## config.mk

```make
export PLATFORM = sky130hd
export DESIGN_NAME = mux4_rr_arbiter
export DESIGN_NICKNAME = d
export VERILOG_FILES = /design/src/rtl/mux4_rr_arbiter.sv
export SDC_FILE = /design/constraint.sdc
export NUM_CORES = 1
export LEC_CHECK = 0
export CAP_MARGIN = 30
export CORE_MARGIN = 2
export CORE_UTILIZATION = 53
export CTS_BUF_LIST = sky130_fd_sc_hd__clkbuf_4 sky130_fd_sc_hd__clkbuf_8
export CTS_CLUSTER_DIAMETER = 120
export CTS_CLUSTER_SIZE = 28
export DETAILED_ROUTE_END_ITERATION = 6
export PLACE_DENSITY = 0.8
export RECOVER_POWER = 25
export REMOVE_ABC_BUFFERS = 1
export SLEW_MARGIN = 20
export SYNTH_ARGS = -nofsm -noshare
export SYNTH_HDL_FRONTEND = slang
export SYNTH_SLANG_ARGS = --single-unit
```

## constraint.sdc

```tcl
create_clock -name clk -period 3.4 [get_ports clk]
set_input_delay 0.85 -clock clk [delete_from_list [all_inputs] [get_ports clk]]
set_output_delay 0.85 -clock clk [all_outputs]
set_load 0.05 [all_outputs]
```

## src/rtl/mux4_rr_arbiter.sv

```systemverilog
// Purpose : round-robin owner arbiter for a 4:1 tristate bus mux, with a dead GAP cycle between owners.
// Latency : 1 cycle from the sampling edge to registered gnt/sel/bus_en.
// Backpressure: requesters hold req level until granted; an owner is preempted after HOLD_MAX cycles if others wait.
//
// Ports:
//   clk       - single clock, all state on rising edge
//   rst_n     - synchronous active-low reset
//   req[3:0]  - level requests, bit0=a .. bit3=d
//   gnt[3:0]  - registered one-hot grant, zero when no owner
//   sel[1:0]  - registered mux select, holds last owner outside GRANT
//   bus_en    - registered tristate enable, high only in GRANT
//   owner_cnt - consecutive grant count of the current owner
module mux4_rr_arbiter #(
   parameter int HOLD_MAX = 4
) (
   input  logic       clk,
   input  logic       rst_n,
   input  logic [3:0] req,
   output logic [3:0] gnt,
   output logic [1:0] sel,
   output logic       bus_en,
   output logic [3:0] owner_cnt
);

   typedef enum logic [1:0] {
      IDLE  = 2'd0,
      GRANT = 2'd1,
      GAP   = 2'd2
   } state_t;

   localparam logic [3:0] CNT_MAX = 4'(HOLD_MAX - 1);

   state_t     state, state_nxt;
   logic [1:0] last_owner, last_owner_nxt;
   logic [3:0] gnt_nxt;
   logic [1:0] sel_nxt;
   logic       bus_en_nxt;
   logic [3:0] cnt_nxt;

   logic [1:0] win;
   logic       found;
   logic [1:0] idx;
   logic [3:0] others;

   // Round-robin pick: scan from last_owner+1, wrapping; first set request wins.
   always_comb begin
      win   = last_owner;
      found = 1'b0;
      idx   = 2'd0;
      for (int i = 1; i <= 4; i++) begin
         idx = last_owner + 2'(i);
         if (!found && req[idx]) begin
            win   = idx;
            found = 1'b1;
         end
      end
   end

   // Requests from anyone other than the current owner.
   assign others = req & ~(4'b0001 << last_owner);

   always_comb begin
      state_nxt      = state;
      last_owner_nxt = last_owner;
      gnt_nxt        = 4'b0000;
      sel_nxt        = sel;
      bus_en_nxt     = 1'b0;
      cnt_nxt        = 4'd0;
      case (state)
         IDLE, GAP: begin
            if (found) begin
               state_nxt      = GRANT;
               last_owner_nxt = win;
               gnt_nxt        = 4'b0001 << win;
               sel_nxt        = win;
               bus_en_nxt     = 1'b1;
            end else begin
               state_nxt = IDLE;
            end
         end
         GRANT: begin
            // Owner released, or its hold budget is spent while someone else waits:
            // insert a dead cycle so two tristate drivers never overlap.
            if (!req[last_owner] || (owner_cnt == CNT_MAX && others != 4'b0000)) begin
               state_nxt = GAP;
            end else begin
               gnt_nxt    = gnt;
               bus_en_nxt = 1'b1;
               cnt_nxt    = (owner_cnt < CNT_MAX) ? owner_cnt + 4'd1 : owner_cnt;
            end
         end
         default: begin
            state_nxt = IDLE;
         end
      endcase
   end

   always_ff @(posedge clk) begin
      if (!rst_n) begin
         state      <= IDLE;
         last_owner <= 2'd3;
         gnt        <= 4'b0000;
         sel        <= 2'd0;
         bus_en     <= 1'b0;
         owner_cnt  <= 4'd0;
      end else begin
         state      <= state_nxt;
         last_owner <= last_owner_nxt;
         gnt        <= gnt_nxt;
         sel        <= sel_nxt;
         bus_en     <= bus_en_nxt;
         owner_cnt  <= cnt_nxt;
      end
   end

endmodule

```

==> summary.txt <==
=====================================================================================
Run status ............................................................. finished, final reports clean
Combinational family with the most area after synthesis ................ simple AND/OR/NAND/NOR gates
Post-Route Skew ........................................................  0.005913 ns
Number of buffers and inverters on the critical path ...................            1
Remaining Overflow, GRT ................................................            0
Clock tree from TritonCTS ..............................................         done
Critical register-to-register path startpoint .......................... last_owner[0]
Worst endpoint data arrival time .......................................      2.96 ns
Path type of the worst setup path ......................................      reg2reg
Iteration-0 DRC count of the detailed router ...........................           28
Initial antenna violation count ........................................            0
Worst-path clk slew ....................................................      0.09 ns
# resized after CTS ....................................................            0
Placed standard-cell area ..............................................   1060 sq um
Share of the synthesized netlist area taken by xor and xnor gates ......      0.9709%
Top Metal Used .........................................................         met4
Slowest stage cell, crit path .......................................... sky130_fd_sc_hd__dfxtp_1
DRT antenna net count ..................................................            0
Top achievable clock speed .............................................    360.2 MHz
Highest cell delay on the worst timing path ............................      0.73 ns
Sequential cell area fraction in the yosys report ......................       33.29%
Finished Layout Cells ..................................................          126
Max IR drop VDD ........................................................    0.6376 mV
Final Critical Period ..................................................     2.776 ns
Post-CTS setup repair buffer count .....................................            0
Most frequent standard cell in the layout excluding fill and tap cells . sky130_fd_sc_hd__dfxtp_1
Hold/Removal Path Class ................................................      reg2reg
Startpoint type of the worst setup path ................................     register
Cell Area, Synth .......................................................  902.1 sq um
Die outline height ..................................................... 45.26 microns
Global placement routability congestion ................................       0.7962
Area of the die ........................................................   2048 sq um
Met1 wire length .......................................................  873 microns
DR WL/cell ............................................................. 14.52 microns
Data required time at the worst endpoint ...............................      3.58 ns
Global-route wire length before repair .................................     3.201 mm
H-tree levels ..........................................................            1
Min-Delay Endpoint .....................................................       gnt[2]
Layout Utilization .....................................................       69.74%
Avg Vias per Cell ......................................................        5.992
FP Rows ................................................................           14
Residual DRC ...........................................................            0
Critical R2R Capture ...................................................       gnt[1]
Hold Buf Count CTS .....................................................            0
Pin count of the biggest net entering global routing ...................           15
Stages on the worst setup path .........................................            8
Most used cells in the layout excluding fill and tap cells ............. sky130_fd_sc_hd__dfxtp_1, sky130_fd_sc_hd__clkdlybuf4s50_1, sky130_fd_sc_hd__nor2_1, sky130_fd_sc_hd__nor3_1, sky130_fd_sc_hd__nor2b_1
Detailed-routed wire length on met2 ....................................  851 microns
Layout cell share with drive strength beyond 1 .........................       14.55%
Number of CTS-inserted buffers .........................................            3
Final routed wirelength across all metal layers ........................     1.829 mm
Post-synthesis cell count ..............................................           92
Worst Hold Path Cells ..................................................            2
Via count of the first global-routing pass .............................          687
Final worst-path cycle share ...........................................       81.66%
Clock insertion delay at the later pin of the skew report ..............      0.29 ns
Sum of met3 wire segment lengths after detailed routing ................   99 microns
Max-cap viol count .....................................................            0
Number of cells on the worst reg-to-reg path ...........................            8
Clock tree buffer depth ................................................            2
Yosys warning total ....................................................            0
Kind of cell adding the most delay to the critical path ................   flip-flops
Overall Power ..........................................................  0.0009764 W
Compound-cell area share of the yosys netlist ..........................       18.45%
Worst-margin pin slew ..................................................    0.6205 ns
Die width .............................................................. 45.26 microns
Count of boundary I/O pins .............................................           17
Initial Util ...........................................................       57.87%
Clock net sink count ...................................................           15
Final Hold Vio Count ...................................................            0
Sum of negative setup slack ............................................         0 ns
Number of antenna diodes ...............................................            0
Number of buffers added on ports .......................................           16
Setup repair after global routing missed its margin ....................           no
Mux contribution to synthesized area ...................................       15.81%
Final Net Count ........................................................          122
Clk root buf ........................................................... sky130_fd_sc_hd__clkbuf_4
Ordered list of cells on the worst path ................................ inv_2 -> ha_1 -> mux4_2 -> nor2b_4 -> nor3_2 -> nor2_1 -> and2_0 -> a32o_1
Core Area ..............................................................   1559 sq um
Syn-to-layout area delta ...............................................       20.53%
Cell area power density ................................................ 898.0 nW/um^2
Beginning of the critical path ......................................... last_owner[0]
Static leakage .........................................................    0.4516 nW
Synthesized-area fraction occupied by and/or/nand/nor cells ............       20.39%
Total routing usage reported by global routing .........................       21.70%
DR pass1 iterations ....................................................            5
Kind of end point of the critical path .................................     register
Final std cell area, no fill ...........................................   1087 sq um
Half-perimeter wire length after placement .............................     1.386 mm
Pins over their slew limit .............................................            0
Final-report setup violation count .....................................            0
Vias after detailed routing ............................................          755
HP Start ...............................................................       gnt[2]
Count of state elements after synthesis ................................           15
Reg-to-reg slack, setup ................................................      0.62 ns
Worst-case headroom to the max-slew limit ..............................       58.58%
Number of distinct library cells after synthesis .......................           37
Adder-Cell Fraction of Synth Area ......................................       6.935%
Number of placed instances, taps included ..............................          122
Maximum fanout along the worst path ....................................           14
Syn avg cell area ......................................................  9.806 sq um
=====================================================================================
[worst max path at each step]
stage / endpoint / slack, ns
5_1_grt: gnt[0] / 0.41
3_3_place_gp: gnt[1] / 0.59
2_1_floorplan: gnt[1] / 0.90
4_1_cts: gnt[1] / 0.60
6_report: gnt[1] / 0.62
3_5_place_dp: gnt[1] / 0.58
[area by class of cell]
cell class	count	area [sq um]
clock buffers	3	22.52
clock inverters	1	5.005
fillers	126	471.7
inverters	4	15.01
multi-input cells	71	564.3
flip-flops and latches	15	300.3
well taps	16	20.02
repair buffers	16	160.2
[kinds of logic after synthesis]
family                   Yosys count
AND/OR/NAND/NOR                   33
AO/OA/AOI/OAI                     23
flip-flops                        15
multiplexers                       9
buffers and inverters              6
adder cells (fa/ha/maj)            5
XOR/XNOR                           1
[registers in the layout, indices dropped and copies added (netlist names)]
signal      cells
state           2
sel             2
bus_en          1
owner_cnt       4
gnt             4
last_owner      2
[stage by stage]
stage / hold WS [ns] / setup slack, ns
after detailed placement: 0.4413 / 0.5823
after global routing: 0.4939 / 0.4055
after floorplan: 0.5220 / 0.8974
final: 0.4487 / 0.6235
after CTS: 0.4612 / 0.6004
after global placement: 0.4405 / 0.5945
[routing by layer]
layer  vias up  global-route usage, %
li1        375                      -
met4         0                  3.529
met2        22                  31.71
met1       356                  31.66
met5         -                      0
met3         2                  7.200
[power breakdown]
part / switching [W] / internal, W
clock: 0.0000559 / 0.0000438
sequential: 0.0000578 / 0.000226
combinational: 0.000354 / 0.000238
total: 0.000468 / 0.000508
[worst register-to-register path, cell delays in order, from the launching register on]
cell,delay [ns]
sky130_fd_sc_hd__dfxtp_1,0.73
sky130_fd_sc_hd__inv_2,0.13
sky130_fd_sc_hd__ha_1,0.46
sky130_fd_sc_hd__mux4_2,0.59
sky130_fd_sc_hd__nor2b_4,0.16
sky130_fd_sc_hd__nor3_2,0.13
sky130_fd_sc_hd__nor2_1,0.07
sky130_fd_sc_hd__and2_0,0.16
sky130_fd_sc_hd__a32o_1,0.25
[synthesized netlist by cell type]
master | count | area, sq um
sky130_fd_sc_hd__buf_6 | 2 | 22.52
sky130_fd_sc_hd__o21a_1 | 2 | 15.01
sky130_fd_sc_hd__a21oi_2 | 1 | 8.760
sky130_fd_sc_hd__a221o_1 | 1 | 10.01
sky130_fd_sc_hd__o21ai_1 | 1 | 5.000
sky130_fd_sc_hd__nor2_2 | 1 | 6.260
sky130_fd_sc_hd__a22o_1 | 1 | 8.760
sky130_fd_sc_hd__nor2b_4 | 1 | 13.76
sky130_fd_sc_hd__a21boi_0 | 1 | 7.510
sky130_fd_sc_hd__inv_1 | 3 | 11.26
sky130_fd_sc_hd__inv_2 | 1 | 3.750
sky130_fd_sc_hd__mux2_2 | 2 | 22.52
sky130_fd_sc_hd__a21o_1 | 1 | 7.510
sky130_fd_sc_hd__mux4_2 | 4 | 90.09
sky130_fd_sc_hd__and3_1 | 1 | 6.260
sky130_fd_sc_hd__o211ai_1 | 1 | 7.510
sky130_fd_sc_hd__xnor2_1 | 1 | 8.760
sky130_fd_sc_hd__o31ai_1 | 2 | 15.01
sky130_fd_sc_hd__o21ai_0 | 3 | 15.01
sky130_fd_sc_hd__nor3_1 | 6 | 30.03
sky130_fd_sc_hd__nor2_1 | 6 | 22.52
sky130_fd_sc_hd__a31oi_1 | 1 | 6.260
sky130_fd_sc_hd__a21oi_1 | 5 | 25.02
sky130_fd_sc_hd__nor2b_1 | 6 | 37.54
sky130_fd_sc_hd__dfxtp_1 | 15 | 300.3
sky130_fd_sc_hd__nand3b_1 | 1 | 7.510
sky130_fd_sc_hd__a21oi_4 | 1 | 16.27
sky130_fd_sc_hd__nor3b_1 | 1 | 7.510
sky130_fd_sc_hd__and2_0 | 1 | 6.260
sky130_fd_sc_hd__o41ai_1 | 1 | 8.760
sky130_fd_sc_hd__nand2_1 | 5 | 18.77
sky130_fd_sc_hd__nor3_2 | 1 | 10.01
sky130_fd_sc_hd__nand3_1 | 1 | 5.000
sky130_fd_sc_hd__and2_1 | 2 | 12.51
sky130_fd_sc_hd__ha_1 | 5 | 62.56
sky130_fd_sc_hd__mux2i_1 | 3 | 30.03
sky130_fd_sc_hd__a32o_1 | 1 | 10.01
Power figures use the tool's default switching activity.
